`src/rtl/multicycle_ctrl_if.sv`:
```
// Control bundle between the multicycle sequencer and the RV32I datapath.
// master is the controller side, slave is the datapath side.
interface multicycle_ctrl_if #(
    parameter int unsigned ADDR_W = 5
);
    logic [31:0]       instr;
    logic              zero;
    logic              ir_load;
    logic [3:0]        alu_op;
    logic              alu_src;
    logic              mem_read;
    logic              mem_write;
    logic              mem_to_reg;
    logic              reg_write;
    logic              load_pc;
    logic              pc_src;
    logic [ADDR_W-1:0] rs1;
    logic [ADDR_W-1:0] rs2;
    logic [ADDR_W-1:0] rd;
    logic [31:0]       imm;
    logic              illegal;

    modport master (
        input  instr,
        input  zero,
        output ir_load,
        output alu_op,
        output alu_src,
        output mem_read,
        output mem_write,
        output mem_to_reg,
        output reg_write,
        output load_pc,
        output pc_src,
        output rs1,
        output rs2,
        output rd,
        output imm,
        output illegal
    );

    modport slave (
        output instr,
        output zero,
        input  ir_load,
        input  alu_op,
        input  alu_src,
        input  mem_read,
        input  mem_write,
        input  mem_to_reg,
        input  reg_write,
        input  load_pc,
        input  pc_src,
        input  rs1,
        input  rs2,
        input  rd,
        input  imm,
        input  illegal
    );
endinterface

```
`src/rtl/multicycle_ctrl.sv`:
```
// Five-state (IF/ID/EX/MEM/WB) control unit for a multicycle RV32I datapath.
// Decodes the latched IR into ALU, memory, register-file and PC strobes.
module multicycle_ctrl #(
    parameter int unsigned ADDR_W = 5
) (
    input logic               clk,
    input logic               rst,
    multicycle_ctrl_if.master bus
);

    localparam logic [2:0] StIf  = 3'd0;
    localparam logic [2:0] StId  = 3'd1;
    localparam logic [2:0] StEx  = 3'd2;
    localparam logic [2:0] StMem = 3'd3;
    localparam logic [2:0] StWb  = 3'd4;

    localparam logic [3:0] AluAnd = 4'b0000;
    localparam logic [3:0] AluOr  = 4'b0001;
    localparam logic [3:0] AluAdd = 4'b0010;
    localparam logic [3:0] AluSub = 4'b0110;
    localparam logic [3:0] AluLt  = 4'b0111;
    localparam logic [3:0] AluSrl = 4'b1000;
    localparam logic [3:0] AluSll = 4'b1001;
    localparam logic [3:0] AluSra = 4'b1010;
    localparam logic [3:0] AluXor = 4'b1101;

    localparam logic [6:0] OpR      = 7'b0110011;
    localparam logic [6:0] OpImm    = 7'b0010011;
    localparam logic [6:0] OpLoad   = 7'b0000011;
    localparam logic [6:0] OpStore  = 7'b0100011;
    localparam logic [6:0] OpBranch = 7'b1100011;

    logic [2:0]  state_q, state_d;
    logic [31:0] ir_q, ir_d;
    logic        zero_q, zero_d;
    logic        illegal_q, illegal_d;

    logic [6:0]  opcode;
    logic [2:0]  funct3;
    logic        alt;
    logic        dec_legal;
    logic [3:0]  dec_op;
    logic        dec_src;
    logic        is_alu;
    logic        is_lw;
    logic        is_sw;
    logic        is_beq;
    logic [31:0] imm;
    logic [4:0]  rd_field;

    assign opcode   = ir_q[6:0];
    assign funct3   = ir_q[14:12];
    assign alt      = ir_q[30];
    assign rd_field = ir_q[11:7];

    // ---------------------------------------------------------------
    // Instruction decode (from the latched IR only)
    // ---------------------------------------------------------------
    always_comb begin
        dec_legal = 1'b0;
        dec_op    = AluAdd;
        dec_src   = 1'b0;
        is_alu    = 1'b0;
        is_lw     = 1'b0;
        is_sw     = 1'b0;
        is_beq    = 1'b0;
        case (opcode)
            OpR, OpImm: begin
                dec_legal = 1'b1;
                is_alu    = 1'b1;
                dec_src   = (opcode == OpImm);
                case (funct3)
                    3'b000: dec_op = (alt && opcode == OpR) ? AluSub : AluAdd;
                    3'b001: dec_op = AluSll;
                    3'b010: dec_op = AluLt;
                    3'b100: dec_op = AluXor;
                    3'b101: dec_op = alt ? AluSra : AluSrl;
                    3'b110: dec_op = AluOr;
                    3'b111: dec_op = AluAnd;
                    default: begin
                        dec_legal = 1'b0;
                        is_alu    = 1'b0;
                        dec_src   = 1'b0;
                    end
                endcase
            end
            OpLoad: begin
                if (funct3 == 3'b010) begin
                    dec_legal = 1'b1;
                    is_lw     = 1'b1;
                    dec_src   = 1'b1;
                end
            end
            OpStore: begin
                if (funct3 == 3'b010) begin
                    dec_legal = 1'b1;
                    is_sw     = 1'b1;
                    dec_src   = 1'b1;
                end
            end
            OpBranch: begin
                if (funct3 == 3'b000) begin
                    dec_legal = 1'b1;
                    is_beq    = 1'b1;
                    dec_op    = AluSub;
                end
            end
            default: ;
        endcase
    end

    // Immediate format follows the opcode alone, independent of funct3 legality.
    always_comb begin
        imm = 32'h0;
        case (opcode)
            OpLoad, OpImm: imm = {{20{ir_q[31]}}, ir_q[31:20]};
            OpStore:       imm = {{20{ir_q[31]}}, ir_q[31:25], ir_q[11:7]};
            OpBranch:      imm = {{19{ir_q[31]}}, ir_q[31], ir_q[7], ir_q[30:25],
                                  ir_q[11:8], 1'b0};
            default:       imm = 32'h0;
        endcase
    end

    // ---------------------------------------------------------------
    // Sequencer and state registers
    // ---------------------------------------------------------------
    always_comb begin
        case (state_q)
            StIf:    state_d = StId;
            StId:    state_d = StEx;
            StEx:    state_d = StMem;
            StMem:   state_d = StWb;
            default: state_d = StIf;
        endcase
    end

    always_comb begin
        ir_d      = ir_q;
        zero_d    = zero_q;
        illegal_d = illegal_q;
        if (state_q == StIf) begin
            ir_d = bus.instr;
        end
        if (state_q == StEx) begin
            zero_d = bus.zero;
            if (!dec_legal) begin
                illegal_d = 1'b1;
            end
        end
    end

    always_ff @(posedge clk or negedge rst) begin
        if (!rst) begin
            state_q   <= StIf;
            ir_q      <= 32'h0;
            zero_q    <= 1'b0;
            illegal_q <= 1'b0;
        end else begin
            state_q   <= state_d;
            ir_q      <= ir_d;
            zero_q    <= zero_d;
            illegal_q <= illegal_d;
        end
    end

    // ---------------------------------------------------------------
    // Per-state outputs
    // ---------------------------------------------------------------
    always_comb begin
        bus.ir_load    = 1'b0;
        bus.alu_op     = AluAdd;
        bus.alu_src    = 1'b0;
        bus.mem_read   = 1'b0;
        bus.mem_write  = 1'b0;
        bus.mem_to_reg = 1'b0;
        bus.reg_write  = 1'b0;
        bus.load_pc    = 1'b0;
        bus.pc_src     = 1'b0;
        case (state_q)
            StIf: bus.ir_load = 1'b1;
            StEx: begin
                bus.alu_op  = dec_op;
                bus.alu_src = dec_src;
            end
            StMem: begin
                // alu_src stays put so the ALU result feeding the memory address is stable.
                bus.alu_src   = dec_src;
                bus.mem_read  = is_lw;
                bus.mem_write = is_sw;
            end
            StWb: begin
                bus.alu_src    = dec_src;
                bus.load_pc    = 1'b1;
                bus.pc_src     = is_beq & zero_q;
                bus.reg_write  = (is_alu | is_lw) & (rd_field != 5'd0);
                bus.mem_to_reg = is_lw;
            end
            default: ;
        endcase
    end

    assign bus.rs1     = ADDR_W'(ir_q[19:15]);
    assign bus.rs2     = ADDR_W'(ir_q[24:20]);
    assign bus.rd      = ADDR_W'(rd_field);
    assign bus.imm     = imm;
    assign bus.illegal = illegal_q;

endmodule

```
`src/flat_wrapper.sv`:
```
// flat-port wrapper written by rule: the top's interface ports become plain ports
module multicycle_ctrl_flat 
#(
    parameter int unsigned ADDR_W = 5
)
  (clk, rst, bus_instr, bus_zero, bus_ir_load, bus_alu_op, bus_alu_src, bus_mem_read, bus_mem_write, bus_mem_to_reg, bus_reg_write, bus_load_pc, bus_pc_src, bus_rs1, bus_rs2, bus_rd, bus_imm, bus_illegal);
  multicycle_ctrl_if #(.ADDR_W(ADDR_W)) bus_i ();
  input logic clk;
  input logic rst;
  input wire logic [$bits(bus_i.instr)-1:0] bus_instr;
  input wire logic [$bits(bus_i.zero)-1:0] bus_zero;
  output wire logic [$bits(bus_i.ir_load)-1:0] bus_ir_load;
  output wire logic [$bits(bus_i.alu_op)-1:0] bus_alu_op;
  output wire logic [$bits(bus_i.alu_src)-1:0] bus_alu_src;
  output wire logic [$bits(bus_i.mem_read)-1:0] bus_mem_read;
  output wire logic [$bits(bus_i.mem_write)-1:0] bus_mem_write;
  output wire logic [$bits(bus_i.mem_to_reg)-1:0] bus_mem_to_reg;
  output wire logic [$bits(bus_i.reg_write)-1:0] bus_reg_write;
  output wire logic [$bits(bus_i.load_pc)-1:0] bus_load_pc;
  output wire logic [$bits(bus_i.pc_src)-1:0] bus_pc_src;
  output wire logic [$bits(bus_i.rs1)-1:0] bus_rs1;
  output wire logic [$bits(bus_i.rs2)-1:0] bus_rs2;
  output wire logic [$bits(bus_i.rd)-1:0] bus_rd;
  output wire logic [$bits(bus_i.imm)-1:0] bus_imm;
  output wire logic [$bits(bus_i.illegal)-1:0] bus_illegal;
  assign bus_i.instr = bus_instr;
  assign bus_i.zero = bus_zero;
  assign bus_ir_load = bus_i.ir_load;
  assign bus_alu_op = bus_i.alu_op;
  assign bus_alu_src = bus_i.alu_src;
  assign bus_mem_read = bus_i.mem_read;
  assign bus_mem_write = bus_i.mem_write;
  assign bus_mem_to_reg = bus_i.mem_to_reg;
  assign bus_reg_write = bus_i.reg_write;
  assign bus_load_pc = bus_i.load_pc;
  assign bus_pc_src = bus_i.pc_src;
  assign bus_rs1 = bus_i.rs1;
  assign bus_rs2 = bus_i.rs2;
  assign bus_rd = bus_i.rd;
  assign bus_imm = bus_i.imm;
  assign bus_illegal = bus_i.illegal;
  multicycle_ctrl #(.ADDR_W(ADDR_W)) u_core (.clk(clk), .rst(rst), .bus(bus_i));
endmodule
```
`config.mk`:
```
export PLATFORM = sky130hd
export DESIGN_NAME = multicycle_ctrl_flat
export DESIGN_NICKNAME = d
export VERILOG_FILES = /design/src/rtl/multicycle_ctrl_if.sv /design/src/rtl/multicycle_ctrl.sv /design/src/flat_wrapper.sv
export SDC_FILE = /design/constraint.sdc
export NUM_CORES = 1
export LEC_CHECK = 0
export ABC_AREA = 1
export CORE_UTILIZATION = 41
export DETAILED_ROUTE_END_ITERATION = 16
export PLACE_DENSITY = 0.79
export SLEW_MARGIN = 15
export SYNTH_ARGS = -nofsm -noshare
export SYNTH_HDL_FRONTEND = slang
export SYNTH_SLANG_ARGS = --single-unit
```
`constraint.sdc`:
```
create_clock -name clk -period 2.25 [get_ports clk]
set_input_delay 0.225 -clock clk [delete_from_list [all_inputs] [get_ports clk]]
set_output_delay 0.225 -clock clk [all_outputs]
set_load 0.02 [all_outputs]
```
==> impl_metrics.yaml, run 1 <==
place:
  gp_congestion: 0.881
  placed_area_mm2: 0.00281
  portBuffers: 94
  hpwl_mm: 3.61
global_routing:
  grt_overflow: 0
  grt_use_total_pct: 19.1
  first_global_vias: 1745
  busiest_layer: "met2"
  grt_max_degree: 52
  use_met2_pct: 32.4
  met3_usage_pct: 4.03
  met1_usage_pct: 24.4
  antenna_found_initial: 0
  grt_pass1_wl_mm: 7.83
logic_synthesis:
  syn-num-nets: 300
  synth_compound_area_share_pct: 8.88
  synth_area_mm2: 0.00203
  ys_seq_elements: 37
  synth-xor-area-share_pct: 0
  synthMuxAreaShare_pct: 0
  synth_top_family_by_area: "simple AND/OR/NAND/NOR gates"
  synthCells: 265
  yosys.area.top_type: "dfrtp_1"
  synth_cell_types: 24
  avgSynthCellArea_um2: 7.66
  synthAdderAreaFrac_pct: 0
  yosys_warnings: 0
  synth_top_cell_area_share_pct: 45.6
  yosysSeqAreaShare_pct: 45.6
  synth_area_leaders: "dfrtp_1 46%, nand2_1 15%, buf_4 13%, o21ai_0 5.7%, inv_1 4.3%"
  synthSimpleGateAreaFrac_pct: 26.3
finish:
  drive_above_1_share_pct: 9.61
  fin_nets: 367
  most-common-layout-cells: "83 x nand2_1, 51 x clkdlybuf4s50_1, 37 x dlygate4sd2_1, 37 x dfrtp_1"
  final_common_cell: "nand2_1"
  antenna_cells: 0
  area_growth_pct: 42.0
  stdcell_area_mm2: 0.00288
clock_network:
  path_clk_slew_ns: 0.08
  cts-root-buf: "clkbuf_8"
  postCtsSetupRepairBufs: 0
  tritoncts: "yes"
  clock_latency_ns: 0.29
  numCtsBuffers: 5
  postCtsHoldBufs: 0
  clockBufferDepth: 2
  cts_sinks: 37
  ctsHtreeMaxLevel: 2
detailed_routing:
  routedWlPerCell_um: 12.3
  num_vias: 1836
  antenna_left: 0
  drtPass1Iterations: 4
  drc: 0
  viasPerCell: 4.59
  finalWirelength_mm: 4.92
  drtIter0Drc: 167
critical_path:
  cp.arrival_ns: 1.86
  worstSetupPathType: "reg2out"
  end_kind: "output pin"
  cp-start-kind: "flip-flop"
  cp.required_ns: 2.03
  cp_max_fo: 6
floorplan:
  start_util_pct: 42.7
  core-area_mm2: 0.00475
  io_pins: 95
  dieHeight_um: 72.4
  row_count: 25
  die-width_um: 72.4
  dieArea_mm2: 0.00524
sta:
  worst_slew_pin_slew_ns: 0.820
  clock_skew_ns: 0.00669
  post-route-min-period_ns: 2.08
  setup_violations: 0
  slew_headroom_pct: 45.3
  max_freq_mhz: 480
  period_share_pct: 92.6
  final.setup.tns_ns: 0
  slew_viol_final: 0
  final-hold-violation-count: 0
  rsz0062_at_grt: "no"
power:
  power_density_mw_per_mm2: 514
  vdd_ir_drop_max_v: 0.000368
  p_leak_uw: 0.00151
  power_uw: 1480
run_status:
  status: "completed"
min_path:
  worstHoldPathType: "in2async"
flow_run:
  maxCapViolations: 0
[report_power, final]
group	switching, uW	total [uW]	internal, uW
sequential	23.8	718	695
combinational	89.6	188	97.9
clock	243	575	333
total	356	1480	1130
[final cells by class]
type,count,area (um2)
fillers,445,1870
repair buffers,100,932
flip-flops and latches,37,926
multi-input cells,160,724
inverters,28,105
well taps,67,83.8
clock buffers,6,72.6
clock inverters,2,38.8
[Yosys cell counts]
master / number
nand2_1: 83
dfrtp_1: 37
buf_4: 34
inv_1: 23
o21ai_0: 23
nor2_1: 21
nand3_1: 7
a21oi_1: 6
buf_2: 5
inv_2: 5
nand4_1: 4
nor3_1: 3
nor2_2: 2
o21ai_1: 2
a211oi_1: 1
a22o_2: 1
and3_1: 1
clkbuf_1: 1
nand2_2: 1
nand3_2: 1
nor2_4: 1
nor3_4: 1
nor4_1: 1
o31ai_1: 1
[stage by stage]
| stage | hold slack (ns) | std cells | worst slack [ns] | utilization, % |
|---|---|---|---|---|
| global route | 0.0915 | 400 | 0.0128 | 60.6 |
| detailed placement | 0.376 | 392 | 0.151 | 59.2 |
| CTS | 0.0640 | 400 | 0.0391 | 60.6 |
| global placement | 0.367 | 392 | 0.170 | 59.2 |
| finish | 0.0269 | 400 | 0.167 | 60.6 |
| floorplan | -0.0706 | 265 | 0.282 | - |
[flip-flops by register name, indices dropped and copies added (netlist names)]
| signal | count |
|---|---|
| u_core.bus.illegal | 1 |
| u_core.ir_q | 32 |
| u_core.zero_q | 1 |
| u_core.state_q | 3 |
[final timing paths]
kind	start	end	slack, ns	depth (start not counted)
setup reg to reg	u_core.state_q[1]	u_core.ir_q[24]	0.61	7
min in group clk	u_core.bus.illegal	u_core.bus.illegal	0.46	2
setup / recovery	u_core.ir_q[14]	bus_alu_op[2]	0.17	6
hold / removal	rst	u_core.zero_q	0.03	1
max in group asynchronous	rst	u_core.ir_q[30]	1.70	1
hold reg to reg	u_core.bus.illegal	u_core.bus.illegal	0.46	2
[kinds of logic after synthesis]
group                  after synthesis
AO/OA/AOI/OAI                       34
buffers and inverters               68
flip-flops                          37
AND/OR/NAND/NOR                    126
[worst max-delay path, cell delays in order, from the launching register on]
cell,delay (ns)
dfrtp_1,0.43
nor3_1,0.37
nand3_2,0.16
nand2_1,0.10
nand2_1,0.05
nor2_1,0.10
dlygate4sd2_1,0.35
[routing by layer]
layer  vias up  wire, um
met2        84      2360
met3        14       351
met5         -         0
li1        928         -
met1       810      2100
met4         0       107
[timing repair]
item	CTS	global route
pin swaps	1	0
endpoints found under the setup margin	40	8
gates resized for setup	41	8
Power figures use the tool's default switching activity.
==> inputs of run 2 (changes only) <==
Settings changed: CORE_MARGIN from default to 3, GPL_TIMING_DRIVEN from default to 0, PLACE_DENSITY 0.79 to default, PLACE_DENSITY_LB_ADDON from default to 0.3.
==> run 2 against run 1 <==
  * Worst hold slack improved by 0.38 ns
  * Sequential power barely moved
  * Critical endpoint is now bus_imm[25]
  * Maximum frequency decreased by 3.1%
  * Die area grew 11%
  * Non-clock buffer count rose by 43
  * Sequential cell count stayed put
  * Total power decreased by 5.9%
  * Combinational power rose by 22%
  * Setup slack worse by 0.067 ns
  * Highest routed layer unchanged
  * Register-to-register slack better by 0.16 ns
==> impl_metrics.yaml, run 2 (synthesis results as in run 1) <==
clock_network:
  cts_sinks: 37
  path_clk_slew_ns: 0.07
  clockBufferDepth: 2
  numCtsBuffers: 5
  ctsHtreeMaxLevel: 2
  cts-root-buf: "clkbuf_8"
  tritoncts: "yes"
  clock_latency_ns: 0.29
place:
  placed_area_mm2: 0.00308
  hpwl_mm: 4.24
  place_ws_ns: -0.437
  portBuffers: 94
  gp_congestion: 0.887
detailed_routing:
  drc: 0
  routedWlPerCell_um: 13.0
  num_vias: 2082
  finalWirelength_mm: 5.76
  antenna_left: 0
  drtPass1Iterations: 4
  viasPerCell: 4.70
  drtIter0Drc: 182
critical_path:
  cp.required_ns: 2.03
  reg2reg_depth: 5
  cpMostUsedCell: "nor2_4"
  cp.arrival_ns: 1.93
  cpPeakStageDelay_ns: 0.38
  cp_max_fo: 6
  cp-start-kind: "flip-flop"
  rrSetupSlack_ns: 0.77
  r2r_end: "u_core.ir_q[2]"
  r2r_start: "u_core.state_q[1]"
  worstSetupPathType: "reg2out"
  worst_path_max_delay_cell: "dfrtp_1"
  end_kind: "output pin"
  worstPathCellList: "nor2_1 -> nand2_2 -> nor3_4 -> nor2_4 -> nor2_4 -> buf_4 -> dlygate4sd2_1"
finish:
  final_common_cell: "nand2_1"
  largest_register: "u_core.ir_q"
  reg.largest.list: "u_core.ir_q x32, u_core.state_q x3"
  most-common-layout-cells: "83 x nand2_1, 50 x buf_4, 50 x clkdlybuf4s50_1"
  antenna_cells: 0
  drive_above_1_share_pct: 22.0
  stdcell_area_mm2: 0.00324
  nFillCells: 376
  area_growth_pct: 59.7
  fin_nets: 412
  post-route-util_pct: 71.0
  largest_reg_flops: 32
run_status:
  status: "completed"
sta:
  slew_viol_final: 0
  fin_ws_ns: 0.0999
  slew_headroom_pct: 73.1
  worst_slew_pin_slew_ns: 0.403
  clock_skew_ns: 0.00539
  max_freq_mhz: 465
  hold_slack_ns: 0.408
  setup_violations: 0
  final.setup.tns_ns: 0
  post-route-min-period_ns: 2.15
  final-hold-violation-count: 0
  period_share_pct: 95.6
floorplan:
  dieHeight_um: 76.4
  io_pins: 95
  start_util_pct: 44.5
  core-area_mm2: 0.00456
  dieArea_mm2: 0.00583
  die-width_um: 76.4
  row_count: 24
power:
  vdd_ir_drop_max_v: 0.000368
  p_leak_uw: 0.00177
  power_density_mw_per_mm2: 430
global_routing:
  first_global_vias: 2027
  grt_max_degree: 24
  grt_pass1_wl_mm: 9.80
  grt_use_total_pct: 20.6
  grt_overflow: 0
  antenna_found_initial: 0
flow_run:
  maxCapViolations: 0
min_path:
  worstHoldPathType: "in2async"
## run 2: report_power, final
group	total [uW]	switching, uW	internal [uW]
combinational	230	102	127
sequential	719	23.7	695
clock	445	225	220
## run 2: cell type report
class	instances	area [um2]	area share, %
Tap cell	65	81.3	2.51
Inverter	28	105	3.24
Timing Repair Buffer	103	997	30.8
Sequential cell	37	926	28.6
Multi-Input combinational cell	162	767	23.7
Buffer	40	284	8.76
Clock buffer	8	80.1	2.47
## run 2: timing repair
item / CTS / global route
gates cloned: 2 / 0
pin swaps: 3 / 2
resized for setup: 42 / 18
endpoints found under the setup margin: 39 / 20
setup buffers: 1 / 6
endpoints found under the hold margin: 14 / 0
hold buffers: 1 / 0
## run 2: worst max path at each step
stage,endpoint,startpoint,cells past startpoint
6_report,bus_imm[25],u_core.ir_q[3],7
5_1_grt,bus_imm[25],u_core.ir_q[3],7
4_1_cts,bus_imm[5],u_core.ir_q[3],6
3_5_place_dp,bus_imm[26],u_core.ir_q[4],7
3_3_place_gp,bus_imm[17],u_core.ir_q[3],7
2_1_floorplan,bus_imm[13],u_core.ir_q[3],6
## run 2: layer usage
metal  vias to the layer above  part of all wire [%]  track usage [%]
li1                       1019                     -                -
met1                       955                    40             25.6
met2                       101                    50             33.9
met3                         7                   8.6             7.57
met4                         0                   1.3             5.25
met5                         -                     0                0
## run 2: critical path: cells and delay by family (launching register included)
family / cells / cell delay (ns)
simple gates: 5 / 0.79
flops: 1 / 0.38
buf+inv: 2 / 0.46
## run 2: metrics by stage
step                      total power (uW)  cells
final                                 1390    443
after global routing                  1460    443
after floorplan                        820    265
after global placement                 945    424
after CTS                             1400    437
after detailed placement               955    425
==> patch 1: new RTL, config.mk and constraints of run 2 <==
Reset style: synchronous (`rst`), changed in one clocked block.
--- a/src/rtl/multicycle_ctrl.sv
+++ b/src/rtl/multicycle_ctrl.sv
@@ -151,3 +151,3 @@
 
-    always_ff @(posedge clk or negedge rst) begin
+    always_ff @(posedge clk) begin
         if (!rst) begin
Behaviour: differs if rst is asserted again (counterexample within 4 cycles, from zero or initial values and one cycle with rst low); with rst held inactive, the same outputs for 10 cycles.
==> patch 1 against run 2 <==
Wire length fell by 7.4%; sequential cell count stayed put; cell area shrank 6.3%; count of clock-buffer cells in the layout shrank 3; worst setup slack better by 3.2 ps; synthesized area down 5.5%; die area down 5.1%; critical path type unchanged; critical endpoint is now bus_pc_src.
Power is not compared: it rests on default switching activity, and its combinational part moved more than twofold at a synthesized area within 25%.
==> patch 1: results <==
metrics = {
    "route": {
        "wl_met1_microns": 2210,
        "route.met2.wl_microns": 2620,
        "viasPerCell": 4.78,
    },
    "final_layout": {
        "drive_gt1_share_pct": 21.5,
        "design_area_sq_mm": 0.00304,
        "nonClockBufferCount": 139,
        "clock_area_share_pct": 2.43,
        "inverters": 32,
        "seq_cell_count": 37,
        "ff_latch_area_sq_um": 741,
        "n_fill_cell": 406,
        "area_share_nonclk_buffers_pct": 40.5,
        "multi_input_area_share_pct": 26.6,
    },
    "global_route": {
        "met1_usage_pct": 23.3,
        "grt_max_degree": 11,
        "grt_pass1_vias": 1911,
        "grtUsageMet3_pct": 6.62,
        "grt_first_pass_wirelength_microns": 8470,
        "grt_use_total_pct": 20.0,
    },
    "timing": {
        "fin_hold_ws_ps": 454,
        "fin_skew_ps": 5.11,
        "worst_slew_pin_slew_ps": 359,
    },
    "cts": {
        "clock_path_buffers": 2,
    },
    "synthesis": {
        "ys_types": 25,
        "syn-num-nets": 307,
        "synthTopCellsByArea": "dfxtp_1 (39%), buf_4 (13%), nor2_1 (8.4%)",
        "avgSynthCellArea_sq_um": 7.05,
        "synthTopCellsByCount": "nor2_1 (43), dfxtp_1 (37), buf_4 (34), o21ai_0 (32), inv_1 (28)",
    },
    "placed_design": {
        "post-dp-hpwl_microns": 4050,
        "postPlaceCellArea_sq_mm": 0.00292,
        "place_congestion": 0.789,
    },
    "setup_path": {
        "crit_path_end": "bus_pc_src",
        "rrSetupSlack_ps": 920,
        "crit_start": "u_core.ir_q[4]$_SDFFE_PN0P_",
        "rr_worst_depth": 6,
        "reg2reg_from": "u_core.state_q[0]$_SDFF_PN0_",
    },
    "worst_hold_path": {
        "hp-class": "register to register",
    },
    "run_status": {
        "status": "complete, no violations",
    },
}
patch 1: timing repair:
action / in CTS / in global routing
setup endpoints to repair: 21 / 14
cloned: 2 / 0
setup buffers: 0 / 2
gates resized for setup: 32 / 11
hold buffers: 0 / 0
pin swaps: 3 / 0
patch 1: cell families (layout without fill, tap and decap cells):
| logic type | Yosys count | after routing | synth area share [%] |
|---|---|---|---|
| DFF | 37 | 37 | 38.6 |
| AOI/OAI and AO/OA | 70 | 70 | 19.6 |
| buffers and inverters | 75 | 177 | 22.0 |
| and+or+nand+nor | 90 | 92 | 19.8 |
patch 1: power by group:
part	internal [mW]	switching, mW
sequential	0.729	0.0487
clock	0.204	0.222
combinational	0.237	0.265
patch 1: worst max-delay path, cell delays in order (launching register included):
cell	delay, ps
dfxtp_1	340
inv_1	130
nand2_1	140
nor2_2	150
nand3_1	140
nor2_1	130
clkdlybuf4s50_1	610
==> patch 2: new RTL, flow settings as in run 2 <==
Made on the original files. `ADDR_W` is set to 5 in 3 places; all go to 7.
--- a/src/rtl/multicycle_ctrl_if.sv
+++ b/src/rtl/multicycle_ctrl_if.sv
@@ -3,3 +3,3 @@
 interface multicycle_ctrl_if #(
-    parameter int unsigned ADDR_W = 5
+    parameter int unsigned ADDR_W = 7
 );
--- a/src/rtl/multicycle_ctrl.sv
+++ b/src/rtl/multicycle_ctrl.sv
@@ -3,3 +3,3 @@
 module multicycle_ctrl #(
-    parameter int unsigned ADDR_W = 5
+    parameter int unsigned ADDR_W = 7
 ) (
--- a/src/flat_wrapper.sv
+++ b/src/flat_wrapper.sv
@@ -3,3 +3,3 @@
 #(
-    parameter int unsigned ADDR_W = 5
+    parameter int unsigned ADDR_W = 7
 )
Interface: changed (resized bus_rd, bus_rs1 and bus_rs2); port bits go from 95 to 101. The function was not compared with the original's and may differ.
==> patch 2 against run 2 <==
Combinational power increased by 6%; cell area increased by 0.27%; worst setup slack improved by 29 ps; synthesized area increased by 2.4%; cell count increased by 2.5%; wire length increased by 1.5%; total power increased by 2.3%; sequential cell count unchanged.
==> patch 2: results <==
metrics = {
    "cts": {
        "htreeDepth": 2,
        "path_clk_slew_ps": 80,
        "post_cts_buffers": 4,
        "cts-root-buf": "clkbuf_8",
        "cts_resized": 53,
    },
    "final_layout": {
        "drive_gt1_share_pct": 24.5,
        "num-nets-final": 422,
        "stdcell_count": 454,
        "num_antenna_cells": 0,
        "final_core_util_pct": 67.5,
        "reg_top3": "u_core.ir_q (32), u_core.state_q (3)",
        "n_fill_cell": 437,
    },
    "synthesis": {
        "yosys_warnings": 0,
        "synthTopCellsByArea": "dfrtp_1 (45%), nand2_1 (15%), buf_4 (14%)",
        "synthFlopType": "dfrtp_1",
        "async_reset_ff_share_pct": 100,
        "ys_types": 25,
        "postSynthCellCount": 272,
        "synthTopCellsByCount": "nand2_1 (83), buf_4 (40), dfrtp_1 (37), inv_1 (23), o21ai_0 (23)",
        "yosysSeqAreaShare_pct": 44.6,
        "synth_compound_area_share_pct": 8.67,
    },
    "setup_path": {
        "crit_path_max_fanout": 5,
        "rr_endpoint": "u_core.ir_q[5]$_DFFE_PN0P_",
        "rrSetupSlack_ps": 760,
        "crit_start": "u_core.ir_q[3]$_DFFE_PN0P_",
        "crit_path_end": "bus_imm[12]",
        "rr_worst_depth": 5,
        "reg2reg_from": "u_core.state_q[0]$_DFF_PN0_",
        "worstPathArrival_ps": 1900,
    },
    "route": {
        "viasPerCell": 4.52,
        "first_iter_violations": 154,
        "wire_per_inst_microns": 12.9,
    },
    "global_route": {
        "grt_max_degree": 32,
        "grt_pass1_vias": 2053,
        "grt_first_pass_wirelength_microns": 9840,
        "grt_use_total_pct": 20.5,
    },
    "placed_design": {
        "post-dp-hpwl_microns": 4350,
        "placed_cells_incl_taps": 439,
        "dp_slack_ps": -448,
        "place_congestion": 0.912,
    },
    "power_and_ir_drop": {
        "leakagePower_nw": 1.73,
        "ir_drop_mv": 0.357,
    },
    "timing": {
        "fin_skew_ps": 8.52,
        "final.period_utilization_pct": 94.3,
    },
    "run_status": {
        "status": "complete, no violations",
    },
    "worst_hold_path": {
        "hp-class": "input port to asynchronous set/reset pin",
    },
}
## patch 2: changes by cell type in the layout (fill, tap and decap cells not counted), moves of 2 or more
cell / delta
clkbuf_2: +9
conb_1: +6
clkdlybuf4s15_1: -4
dlymetal6s2s_1: -6
dlygate4sd2_1: +5
clkbuf_1: -2
## patch 2: logic make-up (layout without fill, tap and decap cells)
group / after synthesis / count (layout)
and+or+nand+nor: 126 / 129
buffers and inverters: 74 / 181
DFF: 37 / 37
AOI/OAI and AO/OA: 34 / 34
other: 1 / 6
## patch 2: report_power, final
part           switching [mW]  total, mW  internal, mW  leakage (nW)
Combinational           0.113      0.244         0.131          1.25
Sequential             0.0239      0.719         0.695         0.430
Clock                   0.219      0.462         0.243        0.0443
## patch 2: per-stage QoR
stage | instance area (sq um) | hold slack [ps] | TNS (ps)
3_5_place_dp | 3140 | 80.1 | -8410
6_report | 3250 | 305 | 0
5_1_grt | 3250 | 304 | -2.97
3_3_place_gp | 3120 | 446 | -7790
4_1_cts | 3260 | 309 | -104
2_1_floorplan | 2100 | -70.6 | 0
## patch 2: metal layers
layer	vias up	wire, microns	GRT usage (%)
met5	-	0	0
met4	0	110	6.23
met3	11	373	5.87
met2	75	2880	34.5
met1	930	2490	25.3
li1	1038	-	-
## patch 2: cell type report
cell class	count	area (sq um)	area share (%)
Clock buffer	7	86.3	2.66
Sequential cell	37	926	28.5
Buffer	46	329	10.1
Tap cell	67	83.8	2.58
Inverter	28	105	3.23
Multi-Input combinational cell	169	808	24.9
Timing Repair Buffer	100	911	28.0
## patch 2: critical path: stages (launching register included)
cell and delay (ps):
dfrtp_1 380, nor2_1 150, nand2_2 130, nor3_4 190, nor2_4 90, buf_4 170
nor2_2 180, clkdlybuf4s15_1 330
